[src/rtl/systolic_link_host.sv]
// systolic_link_host
// Host-side endpoint of the systolic array's nibble-serial link. Whole 16-bit
// column/row words with 4-bit control nibbles are serialized MSB nibble first
// over a 4-cycle frame. Frames returning from the last cell are deserialized
// back into whole words. The frame phase runs in lockstep with the array,
// because both share the same clock and reset.
//
// Ports
//   clk, rst_n                    clock and asynchronous active-low reset
//   tx_valid / tx_ready           host handshake (tx_ready = holding register empty)
//   tx_col, tx_col_ctrl           column word and control nibble (ctrl[3:2] addr, [1:0] fmt)
//   tx_row, tx_row_ctrl           row word and control nibble
//   col_out, col_ctrl_out         column data/control lanes into the array
//   row_out, row_ctrl_out         row data/control lanes into the array
//   col_in, col_ctrl_in           column return lanes from the array
//   row_in, row_ctrl_in           row return lanes from the array
//   rx_valid                      one-cycle pulse: returned frame belongs to a real tx frame
//   rx_col, rx_col_ctrl           returned column word and control
//   rx_row, rx_row_ctrl           returned row word and control
//   phase                         frame phase 0..3
//
// LAG must be at least 1.

module systolic_link_host #(
    parameter int LAG = 1
) (
    input  logic        clk,
    input  logic        rst_n,
    input  logic        tx_valid,
    output logic        tx_ready,
    input  logic [15:0] tx_col,
    input  logic [3:0]  tx_col_ctrl,
    input  logic [15:0] tx_row,
    input  logic [3:0]  tx_row_ctrl,
    output logic [3:0]  col_out,
    output logic        col_ctrl_out,
    output logic [3:0]  row_out,
    output logic        row_ctrl_out,
    input  logic [3:0]  col_in,
    input  logic        col_ctrl_in,
    input  logic [3:0]  row_in,
    input  logic        row_ctrl_in,
    output logic        rx_valid,
    output logic [15:0] rx_col,
    output logic [3:0]  rx_col_ctrl,
    output logic [15:0] rx_row,
    output logic [3:0]  rx_row_ctrl,
    output logic [1:0]  phase
);

    typedef enum logic {
        HOLD_EMPTY,
        HOLD_FULL
    } holdState_t;

    holdState_t   holdState_q, holdState_d;
    logic [1:0]   phase_q;
    logic         frameEdge;
    logic         txFire;
    logic         loadReal;
    logic [39:0]  txFrame;
    logic [39:0]  hold_q, hold_d;
    logic [39:0]  frame_q, frame_d;
    logic [15:0]  frameCol, frameRow;
    logic [3:0]   frameColCtrl, frameRowCtrl;
    logic [1:0]   nibSel;
    logic [11:0]  colShift_q, rowShift_q;
    logic [2:0]   colCtrlShift_q, rowCtrlShift_q;
    logic [15:0]  rxCol_q, rxRow_q;
    logic [3:0]   rxColCtrl_q, rxRowCtrl_q;
    logic [LAG:0] validSr_q;
    logic         rxValid_q;

    // Frame layout: {col word, col ctrl, row word, row ctrl}. All-zero is the idle frame.
    assign txFrame      = {tx_col, tx_col_ctrl, tx_row, tx_row_ctrl};
    assign frameCol     = frame_q[39:24];
    assign frameColCtrl = frame_q[23:20];
    assign frameRow     = frame_q[19:4];
    assign frameRowCtrl = frame_q[3:0];

    assign frameEdge = (phase_q == 2'd3);
    assign txFire    = tx_valid && tx_ready;
    assign phase     = phase_q;

    // Free-running frame phase, counting 0..3 in lockstep with the array cells.
    always_ff @(posedge clk or negedge rst_n) begin
        if (!rst_n) begin
            phase_q <= 2'd0;
        end else begin
            phase_q <= phase_q + 2'd1;
        end
    end

    // Holding register and frame register state.
    always_ff @(posedge clk or negedge rst_n) begin
        if (!rst_n) begin
            holdState_q <= HOLD_EMPTY;
            hold_q      <= '0;
            frame_q     <= '0;
        end else begin
            holdState_q <= holdState_d;
            hold_q      <= hold_d;
            frame_q     <= frame_d;
        end
    end

    // At a frame edge a waiting held word has priority over a same-edge
    // transfer. A same-edge transfer bypasses the holding register straight
    // into the frame. With neither present, an idle frame is sent.
    // tx_ready is low whenever the holding register is full, so a transfer
    // can never collide with a held word.
    always_comb begin
        holdState_d = holdState_q;
        hold_d      = hold_q;
        frame_d     = frame_q;
        loadReal    = 1'b0;
        if (frameEdge) begin
            if (holdState_q == HOLD_FULL) begin
                frame_d     = hold_q;
                hold_d      = '0;
                holdState_d = HOLD_EMPTY;
                loadReal    = 1'b1;
            end else if (txFire) begin
                frame_d  = txFrame;
                loadReal = 1'b1;
            end else begin
                frame_d = '0;
            end
        end else if (txFire) begin
            hold_d      = txFrame;
            holdState_d = HOLD_FULL;
        end
    end

    // Handshake output of the holding register.
    always_comb begin
        tx_ready = (holdState_q == HOLD_EMPTY);
    end

    // Lanes are muxed straight from the frame register. Phase 0 selects the
    // most significant nibble and control bit 3.
    always_comb begin
        nibSel       = 2'd3 - phase_q;
        col_out      = frameCol[{nibSel, 2'b00} +: 4];
        row_out      = frameRow[{nibSel, 2'b00} +: 4];
        col_ctrl_out = frameColCtrl[nibSel];
        row_ctrl_out = frameRowCtrl[nibSel];
    end

    // Deserializer: shift during phases 0..2. At the frame edge, concatenate
    // the shifted bits with the live phase-3 nibble. Idle frames update rx_*
    // too.
    always_ff @(posedge clk or negedge rst_n) begin
        if (!rst_n) begin
            colShift_q     <= '0;
            rowShift_q     <= '0;
            colCtrlShift_q <= '0;
            rowCtrlShift_q <= '0;
            rxCol_q        <= '0;
            rxRow_q        <= '0;
            rxColCtrl_q    <= '0;
            rxRowCtrl_q    <= '0;
        end else if (frameEdge) begin
            rxCol_q     <= {colShift_q, col_in};
            rxRow_q     <= {rowShift_q, row_in};
            rxColCtrl_q <= {colCtrlShift_q, col_ctrl_in};
            rxRowCtrl_q <= {rowCtrlShift_q, row_ctrl_in};
        end else begin
            colShift_q     <= {colShift_q[7:0], col_in};
            rowShift_q     <= {rowShift_q[7:0], row_in};
            colCtrlShift_q <= {colCtrlShift_q[1:0], col_ctrl_in};
            rowCtrlShift_q <= {rowCtrlShift_q[1:0], row_ctrl_in};
        end
    end

    // Valid tracking. A real frame enters bit 0 on the edge it is loaded.
    // The pulse is taken from the oldest bit as it stood before this edge.
    // That makes it line up with the returned frame captured LAG+1 frames
    // after the load.
    always_ff @(posedge clk or negedge rst_n) begin
        if (!rst_n) begin
            validSr_q <= '0;
            rxValid_q <= 1'b0;
        end else if (frameEdge) begin
            validSr_q <= {validSr_q[LAG-1:0], loadReal};
            rxValid_q <= validSr_q[LAG];
        end else begin
            rxValid_q <= 1'b0;
        end
    end

    assign rx_valid    = rxValid_q;
    assign rx_col      = rxCol_q;
    assign rx_col_ctrl = rxColCtrl_q;
    assign rx_row      = rxRow_q;
    assign rx_row_ctrl = rxRowCtrl_q;

endmodule

[config.mk]
export PLATFORM = sky130hd
export DESIGN_NAME = systolic_link_host
export DESIGN_NICKNAME = d
export VERILOG_FILES = /design/src/rtl/systolic_link_host.sv
export SDC_FILE = /design/constraint.sdc
export NUM_CORES = 1
export LEC_CHECK = 0
export CORE_UTILIZATION = 53
export CTS_BUF_LIST = sky130_fd_sc_hd__clkbuf_8 sky130_fd_sc_hd__clkbuf_16
export CTS_CLUSTER_SIZE = 12
export DETAILED_ROUTE_END_ITERATION = 16
export PLACE_DENSITY_LB_ADDON = 0.05
export SETUP_SLACK_MARGIN = 0.1
export SLEW_MARGIN = 20
export SYNTH_ARGS = -nofsm -noshare
export SYNTH_HDL_FRONTEND = slang
export SYNTH_SLANG_ARGS = --single-unit
[constraint.sdc]
create_clock -name clk -period 1.8 [get_ports clk]
set_clock_uncertainty 0.05 [all_clocks]
set_input_delay 0.18 -clock clk [delete_from_list [all_inputs] [get_ports clk]]
set_output_delay 0.18 -clock clk [all_outputs]
set_load 0.02 [all_outputs]
==> run_results.csv, run 1 <==
group,metric,value,unit
run_status,status,"finished, violations left",
run_status,violations,"negative setup slack",
power,p_leak,0.00379,uW
sta,finalSetupTns,-972,ps
placement,hpwl,8950,um
placement,dp_slack,-60.2,ps
power,p_seq_share,46.3,%
detailed_routing,wl_met1,6500,um
setup_path,crit_type,"reg -> out",
logic_synthesis,synthTopCellsByArea,"dfrtp_1, o2bb2ai_1, o21ai_0, a31oi_1, inv_1",
detailed_routing,postRouteAntennaNets,0,
clocking,h-tree-depth,4,
setup_path,start_kind,"flip-flop",
power,switching_power,1940,uW
detailed_routing,drc_errors,0,
power,p_comb_share,11.0,%
logic_synthesis,yosys_warnings,0,
clocking,clkTransAtPathRegs,60,ps
setup_path,cpMaxStageDelayCell,"mux4_2",
clocking,cts_buffer_depth,2,
layout,syn2layout_area_growth,30.4,%
layout,insertedDiodeCount,0,
logic_synthesis,synth_top_area_cell,"dfrtp_1",
logic_synthesis,ys_seq_area_share,60.3,%
floorplanning,pin_count,107,
hold_path,min_path_type,"in -> reg",
job,cap_viol_max_count,0,
layout,drive_above_1_share,15.0,%
detailed_routing,wl_per_cell,16.5,um
sta,rsz0062_at_grt,"true",
setup_path,worstPathMaxFanout,3,
setup_path,cp-end-kind,"primary output",
floorplanning,die_area,12700,sq um
layout,fin_area,8450,sq um
detailed_routing,vias,4677,
sta,finalCritPeriodShare,107,%
clocking,numCtsBuffers,17,
floorplanning,rows,40,
clocking,cts.sinks,156,
floorplanning,start_util,54.2,%
sta,setup_ws,-133,ps
detailed_routing,drt_iter0_drc,291,
power,switching_share,23.1,%
placement,gp_congestion,0.783,
detailed_routing,drt-pass1-iter-count,4,
placement,placed_area,7740,sq um
detailed_routing,via_per_inst,5.52,
global_route,grt_pass1_wl,23300,um
sta,slew_headroom,70.6,%
logic_synthesis,synthFlopType,"dfrtp_1",
setup_path,crit_required,1570,ps
global_route,grt_pass1_vias,4667,
logic_synthesis,synth_nets,638,
sta,slew_violations,0,
logic_synthesis,async_reset_ff_share,100,%
logic_synthesis,synth.avg_cell_area,11.1,sq um
sta,worstMarginPinSlew,442,ps
detailed_routing,top_layer,"met5",
power,peakVddDrop,0.634,mV
sta,fmax,0.517,GHz
power,p_per_area,992,nW/um^2
setup_path,slowest_delay,540,ps
global_route,grt_usage,23.8,%
sta,fin_crit,1930,ps
detailed_routing,wl_met2,6560,um
placement,portBuffers,106,
detailed_routing,met3_wirelength,715,um
global_route,antenna_found_initial,1,
floorplanning,die_x,113,um
global_route,grt_max_degree,53,
layout,final_nets,743,
logic_synthesis,syn_area,6480,sq um
detailed_routing,routed_wl,14000,um
sta,final-hold-violation-count,0,
logic_synthesis,ys_types,24,
global_route,globalRoute.totalOverflow,0,
setup_path,cp_cell_sequence,"clkbuf_16 -> mux4_2 -> buf_6",
floorplanning,coreArea,12000,sq um
logic_synthesis,yosys_register_bits,156,
clocking,cts_root_buf,"clkbuf_16",
layout,layout_commonest_cell,"dfrtp_1",
logic_synthesis,synth_top_area_share,60.3,%
clocking,insertion_delay,420,ps
sta,setup_viol,10,
sta,holdWs,175,ps
logic_synthesis,synthCells,583,
setup_path,arrival,1700,ps
layout,layout_common_cells,"dfrtp_1, clkdlybuf4s50_1, inv_1",
floorplanning,die_h,113,um
logic_synthesis,synth_enable_flop_cells,0,
power,power_frac_clock,42.8,%
power,power.internal,6440,uW
clocking,cts_tree,"yes",
==> cell type report <==
class	instances	area [sq um]
clock buffers	19	453
clock inverters	13	150
fillers	903	3520
inverters	63	239
multi-input cells	320	2110
flip-flops and latches	156	3910
well taps	147	184
repair buffers	130	1400
==> critical path: cells and delay by family (launching register included) <==
| family | cells | cell delay (ps) |
|---|---|---|
| flip-flops | 1 | 430 |
| buffers and inverters | 2 | 320 |
| multiplexers | 1 | 540 |
==> synthesized netlist by cell type, types with 2 or more instances <==
master and number:
and2_2 11, mux2_2 11, inv_1 62, a31oi_2 2, clkbuf_1 12, mux4_2 10
and2_1 30, o2bb2ai_1 40, a31oi_1 38, ha_1 2, dfrtp_1 156, nand2_1 30
o21ai_0 60, buf_2 16, buf_4 4, buf_6 4, a21oi_1 40, clkbuf_8 4
nor2_1 43, clkbuf_2 4
==> flip-flops by register name (all words and copies together), names as in the netlist, 3 cells and up <==
register        count
rx_col_ctrl         4
hold_q             40
rx_row             16
colCtrlShift_q      3
rx_row_ctrl         4
rowShift_q         12
rx_col             16
colShift_q         12
rowCtrlShift_q      3
frame_q            40
==> per-stage QoR <==
| step | std cells | util, % | total power, uW |
|---|---|---|---|
| detailed placement | 813 | 64.7 | 4830 |
| global placement | 813 | 64.7 | 4800 |
| CTS | 847 | 70.2 | 8450 |
| floorplan | 583 | - | 4370 |
| global route | 848 | 70.6 | 8690 |
| finish | 848 | 70.6 | 8380 |
==> power by group through the flow <==
stage | clock network, uW | logic [uW] | registers [uW]
floorplan | 0 | 409 | 3960
global placement | 0 | 881 | 3920
detailed placement | 0 | 900 | 3930
CTS | 3660 | 922 | 3870
global route | 3780 | 1010 | 3900
finish | 3580 | 920 | 3880
==> what timing repair did <==
action,4_1_cts,5_1_grt
gates resized for setup,66,13
hold buffers,1,0
endpoints found under the hold margin,41,0
endpoints found under the setup margin,13,11
setup buffers,0,1
pin swaps,0,1
gates cloned,1,0
==> cell families after synthesis <==
logic type	share of synthesized area, %
DFF	60.3
muxes	5.39
AOI/OAI and AO/OA	17.7
and+or+nand+nor	8.40
adders and majority gates	0.386
buffers and inverters	7.90
==> worst paths after layout <==
path | startpoint | slack (ps) | cells after the start | endpoint
worst max register to register | phase[0] | 60 | 7 | frame_q[27]
worst min-delay path | tx_valid | 170 | 3 | validSr_q[0]
min in group asynchronous | rst_n | 220 | 2 | rx_col[0]
worst min register to register | colShift_q[11] | 420 | 2 | rx_col[15]
max in group asynchronous | rst_n | 920 | 3 | frame_q[28]
worst max-delay path | phase[0] | -130 | 3 | row_out[2]
==> metal layers <==
layer | vias to the layer above | global-route usage (%)
met5 | - | 0
met2 | 127 | 36.1
li1 | 2203 | -
met4 | 2 | 8.98
met1 | 2332 | 33.5
met3 | 13 | 5.94
Power figures use the tool's default switching activity.
==> inputs of run 2 (changes only) <==
--- a/config.mk
+++ b/config.mk
@@ -5,7 +5,8 @@
 export SDC_FILE = /design/constraint.sdc
 export NUM_CORES = 1
 export LEC_CHECK = 0
-export CORE_UTILIZATION = 53
+export ABC_AREA = 1
+export CORE_UTILIZATION = 58
 export CTS_BUF_LIST = sky130_fd_sc_hd__clkbuf_8 sky130_fd_sc_hd__clkbuf_16
 export CTS_CLUSTER_SIZE = 12
 export DETAILED_ROUTE_END_ITERATION = 16
==> constraint.sdc (replaced) <==
create_clock -name clk -period 2.4 [get_ports clk]
set_clock_uncertainty 0.05 [all_clocks]
set_input_delay 0.24 -clock clk [delete_from_list [all_inputs] [get_ports clk]]
set_output_delay 0.24 -clock clk [all_outputs]
set_load 0.02 [all_outputs]
==> run 2 against run 1 <==
  * The flow now finishes without violations
  * Sequential power decreased by 23%
  * Via count increased by 27%
  * Count of clock-buffer cells in the layout up 1
  * Worst hold slack improved by 160 ps
  * Critical path type unchanged
  * Critical endpoint is now col_ctrl_out
==> run_results.csv, run 2 <==
group,metric,value,unit
clocking,cts_root_buf,"clkbuf_16",
sta,setup_viol,0,
floorplanning,die_x,109,um
floorplanning,rows,38,
logic_synthesis,synth.most_common_cell,"nand2_1",
detailed_routing,postRouteAntennaNets,0,
global_route,globalRoute.totalOverflow,0,
sta,rsz0062_at_grt,"true",
detailed_routing,wl_per_cell,16.9,um
logic_synthesis,ys_seq_area_share,58.4,%
layout,syn2layout_area_growth,27.3,%
power,switching_share,25.2,%
logic_synthesis,syn_area,6690,sq um
clocking,numCtsBuffers,17,
floorplanning,pin_count,107,
layout,top_regs,"frame_q: 40 flops, hold_q: 40 flops",
floorplanning,die_h,109,um
placement,hpwl,10300,um
sta,slew_violations,0,
logic_synthesis,synthTopCellsByArea,"dfrtp_1, nand2_1, nand3_1, a21oi_1, buf_2",
logic_synthesis,synth_top_area_share,58.4,%
setup_path,worstPathMaxFanout,21,
clocking,cts_tree,"yes",
placement,gp_congestion,0.874,
layout,fill_cells,788,
detailed_routing,drc_errors,0,
detailed_routing,vias,5933,
sta,worstMarginPinSlew,666,ps
setup_path,start_kind,"flip-flop",
detailed_routing,routed_wl,17500,um
layout,layout_commonest_cell,"nand2_1",
job,cap_viol_max_count,0,
global_route,grt_usage,31.4,%
global_route,antenna_found_initial,0,
global_route,grt_pass1_vias,5845,
power,p_comb_share,11.3,%
layout,drive_above_1_share,8.60,%
logic_synthesis,yosys_register_bits,156,
floorplanning,start_util,60.6,%
setup_path,cp-end-kind,"primary output",
setup_path,arrival,1990,ps
layout,final_nets,937,
clocking,clkTransAtPathRegs,60,ps
clocking,cts_buffer_depth,2,
logic_synthesis,synth_nets,841,
logic_synthesis,synth.avg_cell_area,8.51,sq um
sta,final-hold-violation-count,0,
hold_path,min_path_type,"in -> reg",
logic_synthesis,async_reset_ff_share,100,%
placement,portBuffers,106,
layout,fin_area,8510,sq um
power,switching_power,1610,uW
power,p_leak,0.00436,uW
detailed_routing,drt_iter0_drc,553,
global_route,grt_pass1_wl,28100,um
power,p_per_area,750,nW/um^2
setup_path,crit_type,"reg -> out",
clocking,insertion_delay,420,ps
logic_synthesis,ys_types,18,
logic_synthesis,synth_top_area_cell,"dfrtp_1",
power,p_seq_share,46.4,%
setup_path,crit_required,2110,ps
power,power_frac_clock,42.3,%
logic_synthesis,synthCells,786,
logic_synthesis,synth_enable_flop_cells,0,
global_route,grt_max_degree,84,
sta,fmax,0.438,GHz
placement,placed_area,7860,sq um
power,peakVddDrop,0.555,mV
logic_synthesis,synthFlopType,"dfrtp_1",
sta,fin_crit,2280,ps
sta,finalCritPeriodShare,95.2,%
clocking,cts.sinks,156,
sta,finalSetupTns,0,ps
logic_synthesis,synth_common_cells,"nand2_1, dfrtp_1, nand3_1, a21oi_1, buf_2",
layout,insertedDiodeCount,0,
logic_synthesis,yosys_warnings,0,
clocking,h-tree-depth,4,
layout,layout_common_cells,"nand2_1, dfrtp_1, nand3_1",
floorplanning,die_area,12000,sq um
power,power.internal,4780,uW
floorplanning,coreArea,11000,sq um
sta,slew_headroom,55.6,%
detailed_routing,via_per_inst,5.73,
detailed_routing,drt-pass1-iter-count,6,
run_status,status,"completed",
run 2: cell types whose count changed in the layout (fill, tap and decap cells not counted), sizes merged, moves of 5 or more:
| cell | previous run | this run |
|---|---|---|
| mux4 | 10 | 0 |
| a31oi | 40 | 0 |
| nand3 | 0 | 132 |
| buf | 34 | 27 |
| nand2 | 30 | 291 |
| clkdlybuf4s50 | 91 | 96 |
| a21oi | 42 | 80 |
| or2 | 0 | 10 |
| o21ai | 60 | 1 |
| mux2 | 11 | 0 |
| and2 | 41 | 0 |
| inv | 65 | 19 |
| o2bb2ai | 40 | 0 |
run 2: per-stage QoR:
step                      hold WS [ps]  utilization, %  setup slack [ps]  power [uW]  instances
final                              336            77.2               116        6390       1035
after global routing               332            77.2              42.8        6620       1035
after CTS                          321            76.9              82.6        6430       1032
after detailed placement           251            71.3               339        3730        998
after global placement             246            71.3               392        3700        998
after floorplan                   -106               -               920        3340        786
run 2: area by class of cell:
class,count,area (sq um),share of cell area [%]
tap,140,175,2.06
inverter,17,73.8,0.867
clock buffer,20,467,5.48
clock inverter,12,138,1.62
timing repair buffer,133,1340,15.8
multi-input combinational,556,2410,28.3
timing repair inverter,1,7.51,0.0882
sequential,156,3900,45.9
run 2: critical path, cell delays in order, from the launching register on:
cell	delay, ps
dfrtp_1	380
buf_4	220
or2_2	310
nand3_1	80
nand2_1	60
clkdlybuf4s50_1	530
run 2: path summary, 6_finish.rpt:
| kind | start | to | slack, ps | cells after the start |
|---|---|---|---|---|
| hold reg to reg | rowShift_q[3] | rowShift_q[7] | 420 | 2 |
| setup / recovery | phase[0] | col_ctrl_out | 120 | 5 |
| min in group asynchronous | rst_n | hold_q[9] | 360 | 2 |
| setup reg to reg | phase[0] | hold_q[20] | 360 | 7 |
| hold / removal | col_in[2] | rx_col[2] | 340 | 3 |
| max in group asynchronous | rst_n | hold_q[38] | 1250 | 3 |
run 2: power by group through the flow:
stage	Combinational, uW	Sequential (uW)	Clock [uW]
final	720	2970	2700
after global routing	797	2990	2840
after CTS	726	2960	2740
after detailed placement	723	3010	0
after global placement	701	3000	0
after floorplan	329	3020	0
run 2: repair_timing:
action,4_1_cts,5_1_grt
gates cloned,1,0
buffers inserted,0,3
endpoints found under the hold margin,66,0
hold buffers,1,0
setup endpoints to repair,10,4
gates resized for setup,9,3
pin swaps,0,0
run 2: cells by family after synthesis:
| logic type | share of synthesized area [%] |
|---|---|
| buffers and inverters | 5.71 |
| adder cells (fa/ha/maj) | 0.374 |
| flip-flops | 58.4 |
| AND/OR/NAND/NOR | 29.5 |
| AO/OA/AOI/OAI | 6.06 |
run 2: layer usage:
metal | vias to the layer above | GRT usage, % | share of wire (%)
li1 | 2721 | - | -
met3 | 45 | 9.01 | 8.2
met5 | - | 0 | 0
met2 | 280 | 51.8 | 51
met1 | 2887 | 38.3 | 39
met4 | 0 | 14.3 | 2.5
==> inputs of run 3 (changes only) <==
--- a/config.mk
+++ b/config.mk
@@ -5,12 +5,12 @@
 export SDC_FILE = /design/constraint.sdc
 export NUM_CORES = 1
 export LEC_CHECK = 0
-export ABC_AREA = 1
-export CORE_UTILIZATION = 58
-export CTS_BUF_LIST = sky130_fd_sc_hd__clkbuf_8 sky130_fd_sc_hd__clkbuf_16
+export CORE_UTILIZATION = 59
+export CTS_BUF_LIST = sky130_fd_sc_hd__clkbuf_4 sky130_fd_sc_hd__clkbuf_8
 export CTS_CLUSTER_SIZE = 12
 export DETAILED_ROUTE_END_ITERATION = 16
 export PLACE_DENSITY_LB_ADDON = 0.05
+export REMOVE_ABC_BUFFERS = 1
 export SETUP_SLACK_MARGIN = 0.1
 export SLEW_MARGIN = 20
 export SYNTH_ARGS = -nofsm -noshare
==> run 3 against run 2 <==
  * Via count shrank 23%
  * Setup slack gained 140 ps
  * Worst hold slack lost 230 ps
  * Wire length shrank 27%
  * Power shrank 14%
  * Register-to-register slack gained 240 ps
  * Combinational power shrank 11%
  * Critical path type unchanged
  * Largest cell class unchanged
==> run_results.csv, run 3 (same netlist as run 1, synthesis figures left out) <==
group,metric,value,unit
detailed_routing,wl_met1,5720,um
placement,place_inst,794,
layout,stdcell_count,827,
clocking,cts_root_buf,"clkbuf_8",
power,p_per_area,684,nW/um^2
detailed_routing,routed_wl,12900,um
floorplanning,start_util,61.9,%
power,peakVddDrop,0.454,mV
detailed_routing,drt_iter0_drc,250,
detailed_routing,vias,4567,
clocking,clkTransAtPathRegs,80,ps
floorplanning,coreArea,10500,sq um
setup_path,reg2reg_to,"hold_q[38]",
detailed_routing,wl_per_cell,15.5,um
power,switching_share,24.8,%
detailed_routing,via_per_inst,5.52,
run_status,status,"completed",
clocking,cts_tree,"yes",
global_route,grt_pass1_vias,4508,
sta,slew_headroom,59.4,%
hold_path,min_path_type,"in -> async",
setup_path,slowest_delay,530,ps
job,cap_viol_max_count,0,
setup_path,crit_end,"col_out[0]",
global_route,grt_max_degree,129,
power,power_frac_clock,35.3,%
detailed_routing,postRouteAntennaNets,0,
layout,insertedDiodeCount,0,
setup_path,start_kind,"flip-flop",
setup_path,cp-end-kind,"primary output",
floorplanning,pin_count,107,
layout,fin_util,76.4,%
detailed_routing,wl_met2,6310,um
sta,finalCritPeriodShare,89.2,%
setup_path,crit_type,"reg -> out",
clocking,h-tree-depth,4,
floorplanning,die_x,107,um
setup_path,crit_buf_inv,2,
sta,fmax,0.467,GHz
power,power,5470,uW
power,power.internal,4120,uW
sta,fin_crit,2140,ps
setup_path,cp_top_family,"multiplexers",
global_route,grt_pass1_wl,21800,um
global_route,grt_usage,24.8,%
clocking,numCtsBuffers,17,
sta,setup_viol,0,
placement,placed_area,7600,sq um
clocking,post_cts_buffers,0,
detailed_routing,drc_errors,0,
layout,layout_commonest_cell,"dfrtp_1",
setup_path,cp_cell_sequence,"buf_12 -> mux4_2 -> dlygate4sd2_1",
layout,top_regs,"frame_q: 40 flops, hold_q: 40 flops",
power,p_comb_share,11.7,%
sta,final-hold-violation-count,0,
setup_path,critPathLaunch,"phase[0]",
global_route,antenna_found_initial,0,
clocking,insertion_delay,430,ps
clocking,cts.sinks,156,
global_route,globalRoute.totalOverflow,0,
setup_path,r2r-start,"phase[0]",
power,switching_power,1360,uW
layout,layout_common_cells,"dfrtp_1, clkdlybuf4s50_1, inv_1",
layout,fin_area,8000,sq um
sta,setup_ws,259,ps
detailed_routing,met3_wirelength,676,um
setup_path,cpMaxStageDelayCell,"mux4_2",
setup_path,worstPathMaxFanout,14,
power,p_leak,0.00358,uW
setup_path,r2r_setup_slack,600,ps
layout,syn2layout_area_growth,23.4,%
power,p_seq_share,53.0,%
placement,dp_slack,482,ps
layout,final_nets,733,
detailed_routing,drt-pass1-iter-count,4,
sta,slew_violations,0,
placement,gp_congestion,0.776,
placement,portBuffers,106,
setup_path,r2r_cells,6,
setup_path,arrival,1850,ps
sta,worstMarginPinSlew,610,ps
floorplanning,die_area,11400,sq um
floorplanning,rows,37,
setup_path,crit_required,2110,ps
floorplanning,die_h,107,um
sta,rsz0062_at_grt,"false",
layout,drive_above_1_share,12.3,%
clocking,cts_buffer_depth,2,
setup_path,path_depth,3,
detailed_routing,top_layer,"met4",
placement,hpwl,8000,um
[run 3: cell count changes in the layout (fill, tap and decap cells not counted), moves of 30 or more]
cell and change:
a21oi_1 -40, a31oi_1 +38, and2_1 +30, inv_1 +49, nand2_1 -260, nand3_1 -131
o21ai_0 +59, o2bb2ai_1 +40
[run 3: power groups by stage]
stage / sequential (uW) / combinational (uW) / clock, uW
2_1_floorplan: 2980 / 275 / 0
3_3_place_gp: 2940 / 637 / 0
3_5_place_dp: 2950 / 660 / 0
4_1_cts: 2900 / 649 / 1970
5_1_grt: 2920 / 709 / 2080
6_report: 2900 / 639 / 1930
[run 3: routing by layer]
layer  global-route usage (%)  vias to the layer above
li1                         -                     2178
met1                     34.4                     2245
met2                     39.5                      128
met3                     4.74                       16
met4                     8.61                        0
met5                        0                        -
[run 3: worst min-delay path by stage]
stage	end	startpoint	depth (start not counted)	slack (ps)
final	rx_col[9]	rst_n	2	110
after global routing	colShift_q[9]	rst_n	2	90
after CTS	rx_col[9]	rst_n	2	80
after detailed placement	rx_col[9]	rst_n	1	-20
after global placement	colShift_q[9]	rst_n	1	-20
after floorplan	colCtrlShift_q[0]	rst_n	0	-110
[run 3: layout make-up]
type	count	area, sq um
flip-flops and latches	156	3900
clock inverters	10	118
multi-input cells	320	2080
clock buffers	22	278
fillers	731	2470
repair buffers	120	1210
inverters	63	236
well taps	136	170
[run 3: what timing repair did]
| action | 4_1_cts | 5_1_grt |
|---|---|---|
| setup endpoints to repair | 10 | 0 |
| hold buffers | 1 | 0 |
| gates resized for setup | 10 | 0 |
| endpoints found under the hold margin | 156 | 0 |
[run 3: through the flow]
step / setup TNS (ps) / hold slack [ps]
after floorplan: -474570 / -106
after global placement: 0 / -15.6
after detailed placement: 0 / -15.7
after CTS: 0 / 79.4
after global routing: 0 / 89.2
final: 0 / 106
[run 3: worst reg2reg max path: cells and delay by family (launching register included)]
| kind | cells | cell delay (ps) |
|---|---|---|
| buffers and inverters | 3 | 560 |
| AO/OA/AOI/OAI | 2 | 550 |
| flip-flops | 1 | 370 |
| adder cells (fa/ha/maj) | 1 | 190 |
